**config.mk**
```make
export PLATFORM = sky130hd
export DESIGN_NAME = imm_gen_stage_flat
export DESIGN_NICKNAME = d
export VERILOG_FILES = /design/src/rtl/imm_gen_stage_if.sv /design/src/rtl/imm_gen_stage.sv /design/src/flat_wrapper.sv
export SDC_FILE = /design/constraint.sdc
export NUM_CORES = 1
export LEC_CHECK = 0
export BUFFER_PORTS_ARGS = -buffer_cell sky130_fd_sc_hd__buf_2
export CAP_MARGIN = 20
export CORE_AREA = 2 2 85 87
export CTS_BUF_LIST = sky130_fd_sc_hd__clkbuf_4 sky130_fd_sc_hd__clkbuf_8 sky130_fd_sc_hd__clkbuf_16
export DETAILED_ROUTE_END_ITERATION = 10
export DIE_AREA = 0 0 87 89
export GPL_TIMING_DRIVEN = 0
export PLACE_DENSITY = 0.8
export SYNTH_ARGS = -nofsm -noshare
export SYNTH_HDL_FRONTEND = slang
export SYNTH_SLANG_ARGS = --single-unit
```
**constraint.sdc**
```tcl
create_clock -name clk_i -period 3.9 [get_ports clk_i]
set_input_delay 0.195 -clock clk_i [delete_from_list [all_inputs] [get_ports clk_i]]
set_output_delay 0.195 -clock clk_i [all_outputs]
set_load 0.01 [all_outputs]
```
**src/rtl/imm_gen_stage_if.sv**
```systemverilog
`default_nettype none
// ============================================================================
//  Module      : imm_gen_stage_if
//  Description : Valid/ready bus between decode and the immediate stage,
//                carrying instruction, format select, tag and the
//                extended immediate result.
//  Revision    : 1.0  initial release
// ============================================================================
interface imm_gen_stage_if #(
  parameter int XLEN  = 32,
  parameter int TAG_W = 5
);
  logic             in_valid_i;
  logic             in_ready_o;
  logic [31:0]      insn_i;
  logic [3:0]       imm_sel_i;
  logic [TAG_W-1:0] tag_i;
  logic             out_valid_o;
  logic             out_ready_i;
  logic [XLEN-1:0]  imm_o;
  logic [TAG_W-1:0] tag_o;
  logic             illegal_o;

  // Producer/consumer side (drives entries in, accepts results)
  modport master (
    output in_valid_i, insn_i, imm_sel_i, tag_i, out_ready_i,
    input  in_ready_o, out_valid_o, imm_o, tag_o, illegal_o
  );

  // Stage side
  modport slave (
    input  in_valid_i, insn_i, imm_sel_i, tag_i, out_ready_i,
    output in_ready_o, out_valid_o, imm_o, tag_o, illegal_o
  );
endinterface
`default_nettype wire

```
**src/rtl/imm_gen_stage.sv**
```systemverilog
`default_nettype none
// ============================================================================
//  Module      : imm_gen_stage
//  Description : Registered RV32/RV64 + RVC immediate generator with a
//                2-entry (OUT + SKID) valid/ready buffer and sync flush.
//  Revision    : 1.0  initial release
// ============================================================================
module imm_gen_stage #(
  parameter int XLEN  = 32,
  parameter int TAG_W = 5
) (
  input  wire logic         clk_i,
  input  wire logic         rst_i,
  input  wire logic         flush_i,
  imm_gen_stage_if.slave    bus
);

  // Immediate format select codes
  localparam logic [3:0] c_SEL_NONE   = 4'd0;
  localparam logic [3:0] c_SEL_I      = 4'd1;
  localparam logic [3:0] c_SEL_S      = 4'd2;
  localparam logic [3:0] c_SEL_B      = 4'd3;
  localparam logic [3:0] c_SEL_J      = 4'd4;
  localparam logic [3:0] c_SEL_U      = 4'd5;
  localparam logic [3:0] c_SEL_SHIFT  = 4'd6;
  localparam logic [3:0] c_SEL_CSR    = 4'd7;
  localparam logic [3:0] c_SEL_C_CI   = 4'd8;
  localparam logic [3:0] c_SEL_C_LWSP = 4'd9;
  localparam logic [3:0] c_SEL_C_J    = 4'd10;
  localparam logic [3:0] c_SEL_C_B    = 4'd11;

  logic [31:0]      w_insn;
  logic [63:0]      w_imm64;
  logic [XLEN-1:0]  w_imm;
  logic             w_illegal;
  logic             w_accept;
  logic             w_out_load;
  logic             w_unused;

  logic             r_out_valid;
  logic [XLEN-1:0]  r_out_imm;
  logic [TAG_W-1:0] r_out_tag;
  logic             r_out_ill;

  logic             r_skid_valid;
  logic [XLEN-1:0]  r_skid_imm;
  logic [TAG_W-1:0] r_skid_tag;
  logic             r_skid_ill;

  assign w_insn = bus.insn_i;

  // Decode is done at 64 bits and truncated, so one table serves both XLENs
  always_comb begin
    w_imm64 = '0;
    case (bus.imm_sel_i)
      c_SEL_NONE:   w_imm64 = '0;
      c_SEL_I:      w_imm64 = {{52{w_insn[31]}}, w_insn[31:20]};
      c_SEL_S:      w_imm64 = {{52{w_insn[31]}}, w_insn[31:25], w_insn[11:7]};
      c_SEL_B:      w_imm64 = {{51{w_insn[31]}}, w_insn[31], w_insn[7],
                               w_insn[30:25], w_insn[11:8], 1'b0};
      c_SEL_J:      w_imm64 = {{43{w_insn[31]}}, w_insn[31], w_insn[19:12],
                               w_insn[20], w_insn[30:21], 1'b0};
      c_SEL_U:      w_imm64 = {{32{w_insn[31]}}, w_insn[31:12], 12'b0};
      c_SEL_SHIFT:  w_imm64 = (XLEN == 64) ? {58'b0, w_insn[25:20]}
                                           : {59'b0, w_insn[24:20]};
      c_SEL_CSR:    w_imm64 = {59'b0, w_insn[19:15]};
      c_SEL_C_CI:   w_imm64 = {{58{w_insn[12]}}, w_insn[12], w_insn[6:2]};
      c_SEL_C_LWSP: w_imm64 = {56'b0, w_insn[3:2], w_insn[12], w_insn[6:4], 2'b00};
      c_SEL_C_J:    w_imm64 = {{52{w_insn[12]}}, w_insn[12], w_insn[8],
                               w_insn[10:9], w_insn[6], w_insn[7], w_insn[2],
                               w_insn[11], w_insn[5:3], 1'b0};
      c_SEL_C_B:    w_imm64 = {{55{w_insn[12]}}, w_insn[12], w_insn[6:5],
                               w_insn[2], w_insn[11:10], w_insn[4:3], 1'b0};
      default:      w_imm64 = '0;
    endcase
  end

  assign w_imm     = w_imm64[XLEN-1:0];
  // Codes 12..15 are reserved
  assign w_illegal = bus.imm_sel_i[3] & bus.imm_sel_i[2];
  // Opcode bits [1:0] never feed an immediate; upper decode bits unused at XLEN=32
  assign w_unused  = ^{w_insn[1:0], w_imm64};

  // in_ready comes straight from the SKID flag, so out_ready has no path to it
  assign w_accept   = bus.in_valid_i & ~r_skid_valid;
  assign w_out_load = ~r_out_valid | bus.out_ready_i;

  // OUT register: refill from SKID first (FIFO order), else from the input
  always_ff @(posedge clk_i) begin
    if (rst_i) begin
      r_out_valid <= 1'b0;
      r_out_imm   <= '0;
      r_out_tag   <= '0;
      r_out_ill   <= 1'b0;
    end else if (flush_i) begin
      r_out_valid <= 1'b0;
    end else if (w_out_load) begin
      if (r_skid_valid) begin
        r_out_valid <= 1'b1;
        r_out_imm   <= r_skid_imm;
        r_out_tag   <= r_skid_tag;
        r_out_ill   <= r_skid_ill;
      end else if (w_accept) begin
        r_out_valid <= 1'b1;
        r_out_imm   <= w_imm;
        r_out_tag   <= bus.tag_i;
        r_out_ill   <= w_illegal;
      end else begin
        r_out_valid <= 1'b0;
      end
    end
  end

  // SKID register: catches an accepted entry while OUT is stalled
  always_ff @(posedge clk_i) begin
    if (rst_i) begin
      r_skid_valid <= 1'b0;
      r_skid_imm   <= '0;
      r_skid_tag   <= '0;
      r_skid_ill   <= 1'b0;
    end else if (flush_i) begin
      r_skid_valid <= 1'b0;
    end else if (w_out_load && r_skid_valid) begin
      r_skid_valid <= 1'b0;
    end else if (w_accept && !w_out_load) begin
      r_skid_valid <= 1'b1;
      r_skid_imm   <= w_imm;
      r_skid_tag   <= bus.tag_i;
      r_skid_ill   <= w_illegal;
    end
  end

  assign bus.in_ready_o  = ~r_skid_valid;
  assign bus.out_valid_o = r_out_valid;
  assign bus.imm_o       = r_out_imm;
  assign bus.tag_o       = r_out_tag;
  assign bus.illegal_o   = r_out_ill;

endmodule
`default_nettype wire

```
**src/flat_wrapper.sv**
```systemverilog
// flat-port wrapper written by rule: the top's interface ports become plain ports
module imm_gen_stage_flat 
#(
  parameter int XLEN  = 32,
  parameter int TAG_W = 5
)
  (clk_i, rst_i, flush_i, bus_in_valid_i, bus_insn_i, bus_imm_sel_i, bus_tag_i, bus_out_ready_i, bus_in_ready_o, bus_out_valid_o, bus_imm_o, bus_tag_o, bus_illegal_o);
  imm_gen_stage_if #(.XLEN(XLEN), .TAG_W(TAG_W)) bus_i ();
  input  wire logic clk_i;
  input  wire logic rst_i;
  input  wire logic flush_i;
  input wire logic [$bits(bus_i.in_valid_i)-1:0] bus_in_valid_i;
  input wire logic [$bits(bus_i.insn_i)-1:0] bus_insn_i;
  input wire logic [$bits(bus_i.imm_sel_i)-1:0] bus_imm_sel_i;
  input wire logic [$bits(bus_i.tag_i)-1:0] bus_tag_i;
  input wire logic [$bits(bus_i.out_ready_i)-1:0] bus_out_ready_i;
  output wire logic [$bits(bus_i.in_ready_o)-1:0] bus_in_ready_o;
  output wire logic [$bits(bus_i.out_valid_o)-1:0] bus_out_valid_o;
  output wire logic [$bits(bus_i.imm_o)-1:0] bus_imm_o;
  output wire logic [$bits(bus_i.tag_o)-1:0] bus_tag_o;
  output wire logic [$bits(bus_i.illegal_o)-1:0] bus_illegal_o;
  assign bus_i.in_valid_i = bus_in_valid_i;
  assign bus_i.insn_i = bus_insn_i;
  assign bus_i.imm_sel_i = bus_imm_sel_i;
  assign bus_i.tag_i = bus_tag_i;
  assign bus_i.out_ready_i = bus_out_ready_i;
  assign bus_in_ready_o = bus_i.in_ready_o;
  assign bus_out_valid_o = bus_i.out_valid_o;
  assign bus_imm_o = bus_i.imm_o;
  assign bus_tag_o = bus_i.tag_o;
  assign bus_illegal_o = bus_i.illegal_o;
  imm_gen_stage #(.XLEN(XLEN), .TAG_W(TAG_W)) u_core (.clk_i(clk_i), .rst_i(rst_i), .flush_i(flush_i), .bus(bus_i));
endmodule
```
==> out/summary.txt <==
STATUS
--------------------------------------------------------------------------------------------------------
Status .................................................................................... finished clean

CLOCKING
--------------------------------------------------------------------------------------------------------
Number of levels in the clock H-tree ......................................................            3
Clock tree root buffer cell ............................................................... sky130_fd_sc_hd__clkbuf_8
Buffers inserted by post-CTS timing repair ................................................            0
Clock latency at the later pin of the worst-skew pair .....................................      0.36 ns
Sinks on Clock Net ........................................................................           78
TritonCTS clock tree ......................................................................        built
Clock Path Buffers ........................................................................            2
Post-CTS clock slew at the launch and capture registers of the worst setup and hold paths .      0.09 ns
Resized Gates After CTS ...................................................................            0
Hold-fix buffers, CTS .....................................................................            0
Number of clock buffers inserted by TritonCTS .............................................            9

ROUTING
--------------------------------------------------------------------------------------------------------
Number of nets with antenna violations after routing ......................................            0
Detailed-router iteration count before antenna repair .....................................            4
Via density per instance ..................................................................        6.055
Post-route DRC ............................................................................            0
Via count of the routed design ............................................................        3,633
Avg WL per Cell ...........................................................................     17.81 um
DR iter-0 viols ...........................................................................          243
Total length of routed wires ..............................................................    10,690 um

WORST HOLD PATH
--------------------------------------------------------------------------------------------------------
Worst Hold Class ..........................................................................    in -> reg
Worst Hold Launch .........................................................................      flush_i

SYNTHESIS
--------------------------------------------------------------------------------------------------------
Portion of the post-synthesis area used by sequential elements ............................       42.65%
Adder-cell share of the synthesized area ..................................................       1.367%
Unique cell type count in the Yosys netlist ...............................................           47
Flip-flop and latch count after synthesis .................................................           78
Post-Syn Area ............................................................................. 0.003661 mm^2
Yosys warnings ............................................................................            0
Compound-Gate Fraction of Synth Area ......................................................       31.48%
Top cell type by total area after synthesis ............................................... sky130_fd_sc_hd__dfxtp_1
Cells taking the most area after synthesis ................................................ sky130_fd_sc_hd__dfxtp_1, sky130_fd_sc_hd__a211oi_1, sky130_fd_sc_hd__nand2_1
Post-Synthesis Mean Instance Area .........................................................   8.675 um^2
Synth top area share ......................................................................       42.65%
Multiplexer fraction of the synthesized cell area .........................................       3.452%
Ranking of synthesized cells by instance count ............................................ sky130_fd_sc_hd__dfxtp_1, sky130_fd_sc_hd__nand2_1, sky130_fd_sc_hd__nor2_1
Post-Synthesis Net Count ..................................................................          472
Post-synth EDFFs ..........................................................................            0
Post-Synth XOR/XNOR Area ..................................................................           0%
Top flip-flop cell by instance count after synthesis ...................................... sky130_fd_sc_hd__dfxtp_1
Synthesized instance count ................................................................          422
Synth async-reset ratio ...................................................................           0%
Largest family of logic cells by synthesized area ......................................... compound AO/OA/AOI/OAI gates
Most common cell in the synthesized netlist ............................................... sky130_fd_sc_hd__dfxtp_1
Basic-gate share of the synthesized area counting and, or, nand and nor cells .............       15.69%

CRITICAL PATH
--------------------------------------------------------------------------------------------------------
Start point of the critical path .......................................................... u_core.bus.out_valid_o
Nature of the critical path startpoint ....................................................         flop
Critical path arrival .....................................................................      2.26 ns
Required time worst endpoint ..............................................................      4.16 ns
Crit end category .........................................................................         flop
Startpoint of the worst register-to-register path ......................................... u_core.bus.out_valid_o
Worst reg-to-reg setup slack ..............................................................      1.90 ns
WS Path Type ..............................................................................   reg -> reg
Critical path fanouts, max ................................................................           10

PLACE
--------------------------------------------------------------------------------------------------------
Weighted congestion reported at the end of routability-driven placement ...................       0.9177
Post-place setup slack ....................................................................     1.689 ns
PortBufs ..................................................................................           82
Placed cells ..............................................................................          584
DP Wirelength .............................................................................      8056 um

FINISH
--------------------------------------------------------------------------------------------------------
Share of cells above drive strength 1 .....................................................       26.15%
Count of antenna diodes in the layout .....................................................            0
Area growth from synthesis to final layout ................................................       19.51%
Finished Layout Cells .....................................................................          600
Layout Nets ...............................................................................          565

STA
--------------------------------------------------------------------------------------------------------
Final period demand of the worst path .....................................................     2.004 ns
Final number of hold-violating endpoints ..................................................            0
Maximum clock frequency ...................................................................    499.0 MHz
Setup repair after global routing missed its margin .......................................           no
Post-route clock period utilization .......................................................       51.38%
Finish-stage setup viols ..................................................................            0
Final total negative setup slack ..........................................................         0 ns
Worst Tran Pin Value ......................................................................    0.7015 ns
Pins Over Slew Limit ......................................................................            0
Worst slew margin relative to its limit ...................................................       53.06%
Final Hold Slack ..........................................................................   0.07547 ns
Slack of the critical path ................................................................     1.896 ns
Worst-case clock skew .....................................................................   0.01004 ns

FLOORPLAN
--------------------------------------------------------------------------------------------------------
Die Y-Extent ..............................................................................        89 um
Placeable core area ....................................................................... 0.006719 mm^2
Floorplan die width .......................................................................        87 um
Core Rows .................................................................................           30
Die area .................................................................................. 0.007743 mm^2
Initial cell density of the core ..........................................................       54.49%
Top Ports .................................................................................           86

GLOBAL ROUTE
--------------------------------------------------------------------------------------------------------
Wire length of the first global-routing pass ..............................................    17,330 um
Aggregate global routing overflow .........................................................            0
Initial antenna violation count ...........................................................            0
Pin count of the biggest net entering global routing ......................................           14
All-layer global routing usage ............................................................       29.23%
Number of global-route vias before repair .................................................        3,424

POWER
--------------------------------------------------------------------------------------------------------
Leakage power .............................................................................     1.891 nW
Maximum resistive drop on vdd .............................................................  0.0001883 V
Cell area power density ................................................................... 388.6 mW/mm^2
Sum of internal, switching and leakage power ..............................................     1.700 mW

RUN
--------------------------------------------------------------------------------------------------------
Reported max-cap violation count ..........................................................            0

==> metrics by stage <==
stage	instance area (um^2)	utilization, %
CTS	4375	65.12
global placement	4172	62.09
floorplan	3661	-
finish	4375	65.12
global route	4375	65.12
detailed placement	4172	62.09
==> critical path: stages (launching register included) <==
cell	delay (ns)
sky130_fd_sc_hd__dfxtp_1	0.32
sky130_fd_sc_hd__nor2b_4	0.14
sky130_fd_sc_hd__nor3_2	0.51
sky130_fd_sc_hd__buf_2	0.32
sky130_fd_sc_hd__buf_2	0.31
sky130_fd_sc_hd__nor2_1	0.08
sky130_fd_sc_hd__a211oi_1	0.22
==> worst paths after layout <==
path / end / cells past startpoint
max: u_core.bus.imm_o[25] / 6
min: u_core.r_skid_valid / 2
max reg2reg: u_core.bus.imm_o[25] / 6
min reg2reg: u_core.r_skid_imm[6] / 2
==> power by group <==
| part | switching [mW] | internal [mW] | leakage, nW | total [mW] |
|---|---|---|---|---|
| Combinational | 0.151 | 0.0876 | 1.16 | 0.239 |
| Sequential | 0.0122 | 0.821 | 0.634 | 0.833 |
| Clock | 0.308 | 0.320 | 0.0990 | 0.629 |
| Total | 0.471 | 1.23 | 1.89 | 1.70 |
==> cell usage in the layout (no fill, tap or decap), drive strengths merged, types with 2 or more instances in the layout <==
cell type,n
a22o,7
clkbuf,27
a22oi,24
o22ai,5
clkinv,2
nor4,2
inv,7
and2,3
nor3,6
and3,7
dfxtp,78
a221oi,5
ha,4
a31oi,2
a21o,22
o211ai,2
or3,3
mux4,2
mux2i,7
clkinvlp,2
o21bai,2
a21oi,39
nand3,3
o21ai,19
o21a,3
nor2b,4
nand2,51
nor2,40
a32oi,4
buf,100
a211oi,27
==> area by class of cell <==
class	count	area, um^2
Fill cell	572	2344
Multi-Input combinational cell	303	1903
Sequential cell	78	1562
Timing Repair Buffer	82	410.4
Buffer	34	170.2
Clock buffer	11	145.1
Tap cell	80	100.1
Clock inverter	5	58.81
Inverter	7	26.28
==> cell families (layout without fill, tap and decap cells) <==
kind of cell / Yosys count / count (layout)
adders and majority gates: 4 / 4
buffers and inverters: 41 / 139
muxes: 10 / 10
DFF: 78 / 78
and+or+nand+nor: 125 / 125
AOI/OAI and AO/OA: 164 / 164
==> sequential cells by signal, indices dropped and copies added (netlist names) <==
signal and cells:
u_core.r_skid_valid 1, u_core.bus.imm_o 32, u_core.r_skid_tag 5, u_core.bus.tag_o 5
u_core.bus.illegal_o 1, u_core.r_skid_ill 1, u_core.bus.out_valid_o 1, u_core.r_skid_imm 32
==> routing by layer <==
layer | global-route usage, % | share of wire [%]
met1 | 40.26 | 44
met2 | 47.05 | 48
met3 | 3.970 | 6.4
met4 | 10.80 | 1.9
met5 | 0 | 0
Power figures use the tool's default switching activity.
